### src/rtl/bank_rd_pkg.sv
// Shared widths, requester indices and the address-to-bank helper for the scratchpad
// read scheduler.
package bank_rd_pkg;

  localparam int unsigned BANKBITS = 5;
  localparam int unsigned WORDBITS = 9;
  localparam int unsigned DATABITS = 32;
  localparam int unsigned A        = BANKBITS + WORDBITS;

  localparam int unsigned REQ_I = 0;
  localparam int unsigned REQ_D = 1;
  localparam int unsigned REQ_C = 2;
  localparam int unsigned NREQ  = 3;

  typedef logic [A-1:0]        addr_t;
  typedef logic [BANKBITS-1:0] bank_t;
  typedef logic [DATABITS-1:0] data_t;

  function automatic bank_t bank_of(input addr_t addr);
    return addr[WORDBITS +: BANKBITS];
  endfunction

endpackage

### src/rtl/bank_rd_sched_if.sv
// Requester handshakes and the three memory lanes of the scratchpad read scheduler.
// slave = scheduler side, master = requesters plus memory.
interface bank_rd_sched_if;
  import bank_rd_pkg::*;

  logic                       i_req_valid, d_req_valid, c_req_valid;
  addr_t                      i_req_addr, d_req_addr, c_req_addr;
  logic                       i_req_ready, d_req_ready, c_req_ready;
  logic                       i_rsp_valid, d_rsp_valid, c_rsp_valid;
  data_t                      i_rsp_data, d_rsp_data, c_rsp_data;
  logic [NREQ-1:0]            m_en;
  logic [NREQ*A-1:0]          m_addr;
  logic [NREQ*DATABITS-1:0]   m_rdata;

  modport slave (
    input  i_req_valid, d_req_valid, c_req_valid,
    input  i_req_addr, d_req_addr, c_req_addr,
    output i_req_ready, d_req_ready, c_req_ready,
    output i_rsp_valid, d_rsp_valid, c_rsp_valid,
    output i_rsp_data, d_rsp_data, c_rsp_data,
    output m_en, m_addr,
    input  m_rdata
  );

  modport master (
    output i_req_valid, d_req_valid, c_req_valid,
    output i_req_addr, d_req_addr, c_req_addr,
    input  i_req_ready, d_req_ready, c_req_ready,
    input  i_rsp_valid, d_rsp_valid, c_rsp_valid,
    input  i_rsp_data, d_rsp_data, c_rsp_data,
    input  m_en, m_addr,
    output m_rdata
  );

endinterface

### src/rtl/bank_rd_arb.sv
// Combinational bank arbiter: a held request is granted unless a higher-ranked held request
// targets the same bank. Starved requesters outrank non-starved ones; ties go i > d > c.
module bank_rd_arb
  import bank_rd_pkg::*;
(
  input  logic  [NREQ-1:0] hold_v_i,
  input  bank_t [NREQ-1:0] bank_i,
  input  logic  [NREQ-1:0] starved_i,
  output logic  [NREQ-1:0] grant_o
);

  always_comb begin
    grant_o = '0;
    for (int r = 0; r < NREQ; r++) begin
      grant_o[r] = hold_v_i[r];
      for (int j = 0; j < NREQ; j++) begin
        if (j != r && hold_v_i[j] && (bank_i[j] == bank_i[r]) &&
            ((starved_i[j] && !starved_i[r]) || ((starved_i[j] == starved_i[r]) && (j < r)))) begin
          grant_o[r] = 1'b0;
        end
      end
    end
  end

endmodule

### src/rtl/bank_rd_sched.sv
// Three-requester banked read scheduler: hold registers, starvation counters, return pipes.
// Build option: define BANK_RD_SCHED_STARVE_EN for starvation counters and priority boost.
module bank_rd_sched
  import bank_rd_pkg::*;
#(
  parameter int unsigned RDLAT  = 2,
  parameter int unsigned STARVE = 7
) (
  input logic            clk,
  input logic            rst,
  bank_rd_sched_if.slave bus
);

  if (RDLAT < 1 || RDLAT > 4) begin : g_bad_rdlat
    $error("RDLAT must be 1..4");
  end
  if (STARVE < 1 || STARVE > 15) begin : g_bad_starve
    $error("STARVE must be 1..15");
  end

  logic  [NREQ-1:0] req_valid, req_ready, accept, grant, starved;
  logic  [NREQ-1:0] hold_v_q, hold_v_d;
  addr_t [NREQ-1:0] req_addr, hold_addr_q, hold_addr_d;
  bank_t [NREQ-1:0] bank;
  logic  [NREQ-1:0] pipe_q [RDLAT];
  logic  [NREQ-1:0] pipe_d [RDLAT];

  always_comb begin
    req_valid = {bus.c_req_valid, bus.d_req_valid, bus.i_req_valid};
    req_addr  = '0;
    req_addr[REQ_I] = bus.i_req_addr;
    req_addr[REQ_D] = bus.d_req_addr;
    req_addr[REQ_C] = bus.c_req_addr;
    for (int r = 0; r < NREQ; r++) bank[r] = bank_of(hold_addr_q[r]);
  end

  bank_rd_arb u_arb (
    .hold_v_i  (hold_v_q),
    .bank_i    (bank),
    .starved_i (starved),
    .grant_o   (grant)
  );

  // Ready only looks at the hold state, so there is no path from req_valid to req_ready.
  always_comb begin
    req_ready = ~hold_v_q | grant;
    accept    = req_valid & req_ready;
    for (int r = 0; r < NREQ; r++) begin
      hold_v_d[r]    = accept[r] ? 1'b1 : (grant[r] ? 1'b0 : hold_v_q[r]);
      hold_addr_d[r] = accept[r] ? req_addr[r] : hold_addr_q[r];
    end
  end

  always_ff @(posedge clk or posedge rst) begin
    if (rst) begin
      hold_v_q    <= '0;
      hold_addr_q <= '0;
    end else begin
      hold_v_q    <= hold_v_d;
      hold_addr_q <= hold_addr_d;
    end
  end

`ifdef BANK_RD_SCHED_STARVE_EN
  localparam int unsigned   CntW    = $clog2(STARVE + 1);
  localparam logic [CntW-1:0] StarveC = CntW'(STARVE);

  logic [NREQ-1:0][CntW-1:0] cnt_q, cnt_d;

  always_comb begin
    for (int r = 0; r < NREQ; r++) begin
      starved[r] = (cnt_q[r] == StarveC);
      if (!hold_v_q[r] || grant[r]) cnt_d[r] = '0;
      else if (!starved[r])         cnt_d[r] = cnt_q[r] + 1'b1;
      else                          cnt_d[r] = cnt_q[r];
    end
  end

  always_ff @(posedge clk or posedge rst) begin
    if (rst) cnt_q <= '0;
    else     cnt_q <= cnt_d;
  end
`else
  always_comb starved = '0;
`endif

  always_comb begin
    pipe_d[0] = grant;
    for (int k = 1; k < RDLAT; k++) pipe_d[k] = pipe_q[k-1];
  end

  always_ff @(posedge clk or posedge rst) begin
    if (rst) begin
      for (int k = 0; k < RDLAT; k++) pipe_q[k] <= '0;
    end else begin
      for (int k = 0; k < RDLAT; k++) pipe_q[k] <= pipe_d[k];
    end
  end

  always_comb begin
    bus.m_en   = grant;
    bus.m_addr = '0;
    for (int r = 0; r < NREQ; r++) begin
      if (grant[r]) bus.m_addr[r*A +: A] = hold_addr_q[r];
    end
    bus.i_req_ready = req_ready[REQ_I];
    bus.d_req_ready = req_ready[REQ_D];
    bus.c_req_ready = req_ready[REQ_C];
    bus.i_rsp_valid = pipe_q[RDLAT-1][REQ_I];
    bus.d_rsp_valid = pipe_q[RDLAT-1][REQ_D];
    bus.c_rsp_valid = pipe_q[RDLAT-1][REQ_C];
    bus.i_rsp_data  = bus.m_rdata[REQ_I*DATABITS +: DATABITS];
    bus.d_rsp_data  = bus.m_rdata[REQ_D*DATABITS +: DATABITS];
    bus.c_rsp_data  = bus.m_rdata[REQ_C*DATABITS +: DATABITS];
  end

endmodule

### src/flat_wrapper.sv
// flat-port wrapper written by rule: the top's interface ports become plain ports
module bank_rd_sched_flat import bank_rd_pkg::*;
#(
  parameter int unsigned RDLAT  = 2,
  parameter int unsigned STARVE = 7
)
  (clk, rst, bus_i_req_valid, bus_d_req_valid, bus_c_req_valid, bus_i_req_addr, bus_d_req_addr, bus_c_req_addr, bus_i_req_ready, bus_d_req_ready, bus_c_req_ready, bus_i_rsp_valid, bus_d_rsp_valid, bus_c_rsp_valid, bus_i_rsp_data, bus_d_rsp_data, bus_c_rsp_data, bus_m_en, bus_m_addr, bus_m_rdata);
  bank_rd_sched_if bus_i ();
  input logic clk;
  input logic rst;
  input wire logic [$bits(bus_i.i_req_valid)-1:0] bus_i_req_valid;
  input wire logic [$bits(bus_i.d_req_valid)-1:0] bus_d_req_valid;
  input wire logic [$bits(bus_i.c_req_valid)-1:0] bus_c_req_valid;
  input wire logic [$bits(bus_i.i_req_addr)-1:0] bus_i_req_addr;
  input wire logic [$bits(bus_i.d_req_addr)-1:0] bus_d_req_addr;
  input wire logic [$bits(bus_i.c_req_addr)-1:0] bus_c_req_addr;
  output wire logic [$bits(bus_i.i_req_ready)-1:0] bus_i_req_ready;
  output wire logic [$bits(bus_i.d_req_ready)-1:0] bus_d_req_ready;
  output wire logic [$bits(bus_i.c_req_ready)-1:0] bus_c_req_ready;
  output wire logic [$bits(bus_i.i_rsp_valid)-1:0] bus_i_rsp_valid;
  output wire logic [$bits(bus_i.d_rsp_valid)-1:0] bus_d_rsp_valid;
  output wire logic [$bits(bus_i.c_rsp_valid)-1:0] bus_c_rsp_valid;
  output wire logic [$bits(bus_i.i_rsp_data)-1:0] bus_i_rsp_data;
  output wire logic [$bits(bus_i.d_rsp_data)-1:0] bus_d_rsp_data;
  output wire logic [$bits(bus_i.c_rsp_data)-1:0] bus_c_rsp_data;
  output wire logic [$bits(bus_i.m_en)-1:0] bus_m_en;
  output wire logic [$bits(bus_i.m_addr)-1:0] bus_m_addr;
  input wire logic [$bits(bus_i.m_rdata)-1:0] bus_m_rdata;
  assign bus_i.i_req_valid = bus_i_req_valid;
  assign bus_i.d_req_valid = bus_d_req_valid;
  assign bus_i.c_req_valid = bus_c_req_valid;
  assign bus_i.i_req_addr = bus_i_req_addr;
  assign bus_i.d_req_addr = bus_d_req_addr;
  assign bus_i.c_req_addr = bus_c_req_addr;
  assign bus_i_req_ready = bus_i.i_req_ready;
  assign bus_d_req_ready = bus_i.d_req_ready;
  assign bus_c_req_ready = bus_i.c_req_ready;
  assign bus_i_rsp_valid = bus_i.i_rsp_valid;
  assign bus_d_rsp_valid = bus_i.d_rsp_valid;
  assign bus_c_rsp_valid = bus_i.c_rsp_valid;
  assign bus_i_rsp_data = bus_i.i_rsp_data;
  assign bus_d_rsp_data = bus_i.d_rsp_data;
  assign bus_c_rsp_data = bus_i.c_rsp_data;
  assign bus_m_en = bus_i.m_en;
  assign bus_m_addr = bus_i.m_addr;
  assign bus_i.m_rdata = bus_m_rdata;
  bank_rd_sched #(.RDLAT(RDLAT), .STARVE(STARVE)) u_core (.clk(clk), .rst(rst), .bus(bus_i));
endmodule
### config.mk
export PLATFORM = sky130hd
export DESIGN_NAME = bank_rd_sched_flat
export DESIGN_NICKNAME = d
export VERILOG_FILES = /design/src/rtl/bank_rd_pkg.sv /design/src/rtl/bank_rd_sched_if.sv /design/src/rtl/bank_rd_arb.sv /design/src/rtl/bank_rd_sched.sv /design/src/flat_wrapper.sv
export SDC_FILE = /design/constraint.sdc
export NUM_CORES = 1
export LEC_CHECK = 0
export ABC_AREA = 1
export CORE_AREA = 4 4 112 114
export DETAILED_ROUTE_END_ITERATION = 8
export DIE_AREA = 0 0 116 118
export GPL_TIMING_DRIVEN = 0
export PLACE_DENSITY = 0.76
export SETUP_SLACK_MARGIN = 0.2
export SLEW_MARGIN = 20
export SYNTH_ARGS = -nofsm -noshare
export SYNTH_HDL_FRONTEND = slang
export SYNTH_SLANG_ARGS = --single-unit
### constraint.sdc
create_clock -name clk -period 1.7 [get_ports clk]
set_input_delay 0.425 -clock clk [delete_from_list [all_inputs] [get_ports clk]]
set_output_delay 0.425 -clock clk [all_outputs]
set_load 0.01 [all_outputs]
Word-level counts from Yosys, hierarchy flattened
Index checks and enable logic that the tools add are counted.
{"block": "word_totals", "register_bits": 51, "latch_bits": 0, "ramBits": 0, "mem_bits_ro": 0, "in_bits": 143, "wordCells": 30, "mem_count": 0}
{"block": "classes", "add_sub_neg": 0, "n_mul": 0, "n_div": 0, "n_lt_le_gt_ge": 0, "eq_ne": 3, "shift": 0, "mux": 11, "bitwise_logic": 3, "reduce_logical": 5}
{"operator": "14-bit two-way mux", "count": 3}
{"operator": "5-bit equality test", "count": 3}
{"operator": "1-bit two-way mux", "count": 8}
{"operator": "2-bit nonzero test", "count": 2}
{"operator": "3-bit bitwise AND", "count": 1}
{"operator": "1-bit logical AND", "count": 3}
{"operator": "3-bit inverter", "count": 1}
{"operator": "3-bit OR", "count": 1}

Logic depth before layout (Yosys ltp)
{"block": "logic_depth", "depth_word": 7, "mapped_depth": 11}

Hierarchy
Synthesis repeated with hierarchy kept, for this count alone.
{"block": "hier_totals", "cells_unflattened": 459, "area_unflattened_um2": 3357.0}
{"mod": "bank_rd_sched", "n_inst": 1, "cells_each": 383, "area_per_inst_um2": 3021.6}
{"mod": "bank_rd_arb", "n_inst": 1, "cells_each": 76, "area_per_inst_um2": 335.3}

Least setup slack after synthesis
No wires, ideal clock.
{"block": "synth_timing", "path_type": "reg2out", "startpoint": "register u_core.hold_addr_q, in the netlist u_core.bank[5]", "endpoint": "output bus_m_en[1]", "arrival_ns": 1.326, "t_required_ns": 1.275, "slack_ns": -0.051, "stages_incl_launch_ff": 8, "path_buffers": 2, "cell_sequence": "dfrtp_1 > xor2_1 > nor2_1 > nand3_1 > nand2_1 > buf_2 > inv_1 > buf_4"}
{"element": "from (decl)", "line": "bank_rd_sched.sv:23", "rtl": "addr_t [NREQ-1:0] req_addr, hold_addr_q, hold_addr_d;"}
{"element": "from (signal assigned)", "line": "bank_rd_sched.sv:60", "rtl": "hold_addr_q <= hold_addr_d;"}
{"element": "to (decl)", "line": "flat_wrapper.sv:26", "rtl": "output wire logic [$bits(bus_i.m_en)-1:0] bus_m_en;"}

Worst setup path after layout
{"block": "layout_timing", "startpoint": "register u_core.hold_addr_q, in the netlist u_core.bank[12]", "endpoint": "output bus_m_addr[34]"}
{"block": "layout_between", "elab_chain_cells": 5, "word_cells_on_any_way": 7, "cone_classes": "eq/ne: 2; mux: 3; reduce/logical: 2"}
{"element": "5-bit equality test", "line": "bank_rd_arb.sv:17", "rtl": "if (j != r && hold_v_i[j] && (bank_i[j] == bank_i[r]) &&"}
{"element": "1-bit logical AND", "line": "bank_rd_arb.sv:17"}
{"element": "1-bit two-way mux", "line": "bank_rd_arb.sv:17"}
{"element": "1-bit two-way mux *", "line": "bank_rd_arb.sv:17"}
{"element": "14-bit two-way mux *", "line": "bank_rd_sched.sv:104", "rtl": "if (grant[r]) bus.m_addr[r*A +: A] = hold_addr_q[r];"}
{"element": "to (decl)", "line": "flat_wrapper.sv:27", "rtl": "output wire logic [$bits(bus_i.m_addr)-1:0] bus_m_addr;"}
Mark *: on every way between the ends. The rest lies on a longest branch, timed or not.

==> summary.txt <==
Status -> complete, but fails checks
Violated checks -> negative setup slack
Core area -> 11400 um2
Placer congestion estimate -> 0.861
#FFs+latches synth -> 51
Clock root buffer -> clkbuf_16
Final core utilization -> 58.0%
Cell Area, Synth -> 3200 um2
Hold Startpoint -> u_core.pipe_d[2]
Largest net degree at the start of global routing -> 28
Post-synth top area share -> 39.9%
First-pass DRT Iterations -> 5
RSZ-0062 raised after global routing -> yes
Power Density -> 996 nW/um2
Nets -> 833
Clock Sinks -> 51
Std cell rows -> 39
CTS H-tree depth -> 2
HP Class -> reg2reg
Gr usage total -> 16.8%
Top area cells in the synthesized netlist -> dfrtp_1 40%, buf_4 24%, nand2_1 12%
CTS Buffer Depth -> 2
Nature of the critical path endpoint -> output pin
Setup TNS -> -16.73 ns
CTS clk-pin slew, worst paths -> 0.07 ns
Worst slew pin tran -> 0.566 ns
CTS tree -> built
Clk_skew -> 0.00250 ns
Num CTS Buffers -> 5
Worst hold endpoint -> u_core.bus.c_rsp_valid
Slew Viols, Final -> 0
Number of global-route vias before repair -> 3538
Total gr overflow -> 0
Critical Path Most Common Cell -> nand2_1
Hold Vio Cnt, Final -> 0
Global-route wire length before repair -> 18400 um
Hold depth -> 0
CP Launch Type -> flip-flop
Reg-to-Reg End -> u_core.bank[1]
Max Cap Viol -> 0
Fin crit share -> 128%
Hold slack -> 0.348 ns
Slew margin rel. -> 62.2%
Worst R2R Setup Slack -> -0.32 ns
Initial Utilization -> 28.0%
DRT iter0 DRCs -> 91
Placed Cells -> 750
Sequential fraction of the synthesis area -> 39.9%
Total die area -> 13700 um2
Area leader, netlist -> dfrtp_1
Setup Viol. Count Final -> 69
Fmax -> 458 MHz
Critical Path, Cell by Cell -> inv_2 > nand2_1 > nand2_1 > nor2_1 > nand3_1 > nand3_4 > buf_12 > buf_16 > nor2_4 > buf_6
N_diodes -> 0
Routed Antenna Nets -> 0
Avg Inst Size Synth -> 7.73 um2
Fillers -> 997
Drt total wl -> 12400 um
Largest stage delay, worst path -> 0.45 ns
Synth unique cells -> 21
Residual DRC -> 0
PortBufs -> 192
CP Max Fanout -> 5
Vias per cell -> 4.18
Critical Path AT -> 1.76 ns
Layout cells sized above 1 -> 50.8%
Post-Synthesis Cells -> 414
CTS Hold Buffers Added -> 0
Yosys warns -> 0
Post-route non-filler standard cell count -> 834
Routed vias -> 3483
Final worst slack -> -0.484 ns
Worst r2r src -> u_core.bank[1]
IO Pins -> 290
Slowest-stage cell, CP -> dfrtp_2
Die Ht -> 118 um
Minimum clock period -> 2.18 ns
Worst setup path category -> reg2out
Reg2Reg Depth -> 15
Worst-skew pair later-pin latency -> 0.29 ns
DR WL/cell -> 14.9 um
Final HPWL DP -> 9160 um
Worst IR Drop VDD -> 0.000701 V
Die width -> 116 um
Antenna violations before repair -> 0
Leakage Power -> 3.35 nW
Syn Nets -> 557
Pre-CTS setup slack -> -0.636 ns
Area delta synth->final -> 107%
Critical Path RT -> 1.27 ns
[routing by layer]
layer | global-route usage [%] | up-vias | routed length, um
met2 | 30.8 | 138 | 6810
met4 | 3.55 | 0 | 164
met1 | 20.2 | 1630 | 4530
met3 | 2.83 | 14 | 908
met5 | 0 | - | 0
li1 | - | 1701 | -
[timing repair]
| action | 4_1_cts | 5_1_grt |
|---|---|---|
| pin swaps | 13 | 18 |
| endpoints found under the setup margin | 95 | 78 |
| gates resized for setup | 300 | 78 |
| setup buffers | 58 | 14 |
| cloned | 4 | 0 |
[cell usage after synthesis]
| library cell | number |
|---|---|
| a21oi_2 | 1 |
| buf_2 | 3 |
| buf_4 | 101 |
| buf_6 | 2 |
| clkbuf_1 | 5 |
| conb_1 | 1 |
| dfrtp_1 | 51 |
| inv_1 | 46 |
| inv_2 | 4 |
| mux2_2 | 9 |
| nand2_1 | 106 |
| nand2_2 | 1 |
| nand2_4 | 2 |
| nand3_1 | 31 |
| nand3_2 | 1 |
| nand4_2 | 1 |
| nor2_1 | 39 |
| o21ai_0 | 5 |
| o21ai_1 | 2 |
| o22ai_1 | 2 |
| xor2_1 | 1 |
[placed cells by master, fill, tap and decap left out, types with 3 or more instances in the layout]
cell type / Yosys / layout
nand3_2: 1 / 6
dfrtp_2: 0 / 6
clkdlybuf4s50_1: 0 / 141
o21ai_0: 5 / 4
nor2_1: 39 / 16
nor2_2: 0 / 9
buf_8: 0 / 5
mux2_2: 9 / 9
nand3_1: 31 / 25
dfrtp_1: 51 / 45
buf_6: 2 / 75
nand2_8: 0 / 3
dlygate4sd2_1: 0 / 4
inv_1: 46 / 25
buf_4: 101 / 125
nor2_4: 0 / 14
nand2_1: 106 / 76
buf_2: 3 / 21
clkbuf_16: 0 / 5
nand2_4: 2 / 6
nand2_2: 1 / 24
buf_12: 0 / 5
inv_2: 4 / 22
[cells by family after synthesis]
family / count (synthesis) / share of synthesized area, %
compound gates: 10 / 1.76
xor+xnor: 1 / 0.274
buf+inv: 161 / 31.3
flops: 51 / 39.9
mux: 9 / 3.17
other cells: 1 / 0.117
simple gates: 181 / 23.5
[power by group]
group | internal, mW | switching (mW)
clock network | 0.626 | 0.436
logic | 2.14 | 1.63
registers | 1.49 | 0.276
[through the flow]
step / power [mW] / cell area (um2)
after floorplan: 3.13 / 3310
after global placement: 4.22 / 5410
after detailed placement: 4.28 / 5430
after CTS: 6.05 / 6220
after global routing: 6.98 / 6620
final: 6.59 / 6620
[state kept, by name, summed over array words and instances, names as in the netlist]
| signal | count |
|---|---|
| u_core.bus.i_rsp_valid | 1 |
| u_core.bus.c_rsp_valid | 1 |
| u_core.pipe_d | 3 |
| u_core.hold_addr_q | 27 |
| u_core.bank | 15 |
| u_core.hold_v_q | 3 |
| u_core.bus.d_rsp_valid | 1 |
[how the worst max path moves through the flow]
stage | slack, ns | startpoint | cells past startpoint | to
after CTS | -0.46 | u_core.bank[12] | 10 | bus_m_en[2]
after global placement | -0.61 | u_core.hold_v_q[0] | 8 | bus_m_en[1]
after floorplan | 0.07 | u_core.bank[0] | 7 | bus_m_en[1]
after global routing | -0.57 | u_core.bank[3] | 10 | bus_m_addr[35]
after detailed placement | -0.64 | u_core.hold_v_q[0] | 8 | bus_m_en[1]
final | -0.48 | u_core.bank[12] | 10 | bus_m_addr[34]
[area by class of cell]
type                            instances  area (um2)  area share (%)
Timing Repair Buffer                  269        2680            40.4
Sequential cell                        51        1280            19.4
Multi-Input combinational cell        202        1250            18.9
Buffer                                111         876            13.2
Inverter                               50         196            2.97
Tap cell                              143         179            2.70
Clock buffer                            7         153            2.31
Clock inverter                          1        7.51           0.113
[worst max-delay path: cells and delay by family, from the launching register on]
kind,cells,cell delay (ns)
flip-flops,1,0.45
AND/OR/NAND/NOR,6,0.53
buffers and inverters,4,0.49
Power figures use the tool's default switching activity.
==> patch: new RTL, config.mk and constraints unchanged <==
Add a define of `BANK_RD_SCHED_STARVE_EN`.
--- a/src/rtl/bank_rd_sched.sv
+++ b/src/rtl/bank_rd_sched.sv
@@ -1,4 +1,6 @@
 // Three-requester banked read scheduler: hold registers, starvation counters, return pipes.
 // Build option: define BANK_RD_SCHED_STARVE_EN for starvation counters and priority boost.
+`define BANK_RD_SCHED_STARVE_EN
+
 module bank_rd_sched
   import bank_rd_pkg::*;
Check against the original RTL: not equivalent (Yosys sat finds a counterexample within 10 cycles, from zero or initial values and one cycle with rst high).
==> patch against the unedited design <==
The run still ends with setup timing left. Wire length is 21% higher. Synthesized area is 19% higher. Setup slack worse by 0.43 ns. Fmax is 17% lower. Sequential cell count is 9 higher. Final area is 20% higher. Count of clock-buffer cells in the layout is 6 higher.
Power is not compared: it rests on default switching activity, and its combinational part moved more than twofold at a synthesized area within 25%.
==> patch: results (changes against the unedited design) <==
Route
  – Wire per inst: 16.2 um (was 14.9 um)
  – Met3 wire len: 1.40 mm (was 908 um)
  – Final wirelength: 15.1 mm (was 12.4 mm)
  – Initial DRC count: 179 (was 91)
  – Vias: 4,312 (was 3,483)
  – Met2 wire len: 8.03 mm (was 6.81 mm)
  – Met1 WL: 5.13 mm (was 4.53 mm)

Synthesis
  – Mapped Avg Cell Area: 7.77 um2 (was 7.73 um2)
  – Syn_nets: 641 (was 557)
  – Most instantiated cells after synthesis: nand2_1, buf_4, dfrtp_1 (unchanged)
  – Synth top area cells: dfrtp_1, buf_4, nand2_1, nor2_1, inv_1 (was dfrtp_1, buf_4, nand2_1, inv_1, nand3_1)
  – YS warnings: 0 (unchanged)
  – Cell variety after synth: 22 (was 21)
  – Sequential share of the synthesized area: 39.3% (was 39.9%)

Place
  – Dpl cells: 830 (was 750)
  – Cell Area, Placed: 6220 um2 (was 5430 um2)
  – Dpl hpwl: 9.60 mm (was 9.16 mm)
  – Routability cong.: 0.874 (was 0.861)
  – Port buffer count: 193 (was 192)

Global route
  – Vias in the first global route: 4,387 (was 3,538)
  – Total GRT Usage: 18.9% (was 16.8%)
  – Remaining global-route overflow: 0 (unchanged)
  – Met3 Use GR: 5.40% (was 2.83%)
  – GR Util met2: 35.1% (was 30.8%)
  – First-pass GRT wire length: 20.8 mm (was 18.4 mm)
  – Met1 GRT Util: 20.5% (was 20.2%)
  – Pin count of the biggest net entering global routing: 33 (was 28)

Setup path
  – Critical path's slowest cell: dfrtp_1 (was dfrtp_2)
  – Crit-path max cell delay: 0.41 ns (was 0.45 ns)
  – Reg2Reg Launch Point: u_core.bank[5] (was u_core.bank[1])
  – Crit path capture: bus_d_req_ready (was bus_m_addr[34])
  – Crit path DAT: 2.19 ns (was 1.76 ns)
  – FF-to-FF setup slack: -0.66 ns (was -0.32 ns)
  – CP Max Fanout: 4 (was 5)
  – Reg2reg end: u_core.hold_addr_q[14] (was u_core.bank[1])

STA
  – Final clock skew: 0.00927 ns (was 0.00250 ns)
  – Final setup fails: 104 (was 69)
  – Slack of the critical path: -0.916 ns (was -0.484 ns)
  – Slew HR: 51.1% (was 62.2%)
  – Fin Setup TNS: -60.57 ns (was -16.73 ns)

Clocking
  – H-tree depth: 3 (was 2)
  – TritonCTS buffer count: 9 (was 5)
  – Reg clk slew, reported paths: 0.05 ns (was 0.07 ns)
  – Clk_lat worst skew: 0.33 ns (was 0.29 ns)
  – Clock Tree Buf Depth: 2 (unchanged)

Cells and area
  – Largest reg by FF count: u_core.hold_addr_q (unchanged)
  – Layout cells sized above 1: 49.9% (was 50.8%)
  – Nets: 929 (was 833)

Outcome
  – Status: finished with violations (unchanged)
  – Failing checks: setup timing (unchanged)

Min path
  – Worst hold path type: flip-flop to flip-flop (unchanged)

Power
  – Reg power frac: 20.1%
[patch: changes by cell type in the layout (fill, tap and decap cells not counted), moves of 7 or more]
cell | unedited run | this run
nand2_1 | 76 | 109
a21oi_2 | 1 | 9
inv_2 | 22 | 3
inv_1 | 25 | 42
nor2_4 | 14 | 28
dfrtp_1 | 45 | 56
nand3_1 | 25 | 6
buf_2 | 21 | 14
nand3_2 | 6 | 35
buf_12 | 5 | 14
mux2_2 | 9 | 0
[patch: layout make-up]
type                       count  area (um2)
clock buffer                  13         250
inverter                      52         216
multi-input combinational    266        1880
sequential                    60        1510
fill                         769        3470
buffer                       114         953
clock inverter                 2        35.0
timing repair buffer         277        2920
tap                          143         179
[patch: how the worst min path moves through the flow]
| stage | start | to | slack, ns | cells past startpoint |
|---|---|---|---|---|
| 4_1_cts | u_core.pipe_d[0] | u_core.bus.i_rsp_valid | 0.35 | 0 |
| 3_3_place_gp | u_core.pipe_d[2] | u_core.bus.c_rsp_valid | 0.34 | 0 |
| 5_1_grt | u_core.pipe_d[0] | u_core.bus.i_rsp_valid | 0.36 | 0 |
| 6_report | u_core.pipe_d[0] | u_core.bus.i_rsp_valid | 0.35 | 0 |
| 2_1_floorplan | u_core.pipe_d[2] | u_core.bus.c_rsp_valid | 0.33 | 0 |
| 3_5_place_dp | u_core.pipe_d[2] | u_core.bus.c_rsp_valid | 0.34 | 0 |
[patch: timing repair]
item / CTS / global route
gates resized for setup: 299 / 102
buffers inserted: 50 / 23
pin swaps: 18 / 32
setup endpoints to repair: 108 / 105
cloned: 8 / 1
[patch: cell families after synthesis]
logic type | share of synthesized area, %
DFF | 39.3
adders and majority gates | 1.96
xor gates and xnor gates | 1.38
and+or+nand+nor | 27.8
buffers and inverters | 27.6
AOI/OAI and AO/OA | 1.90
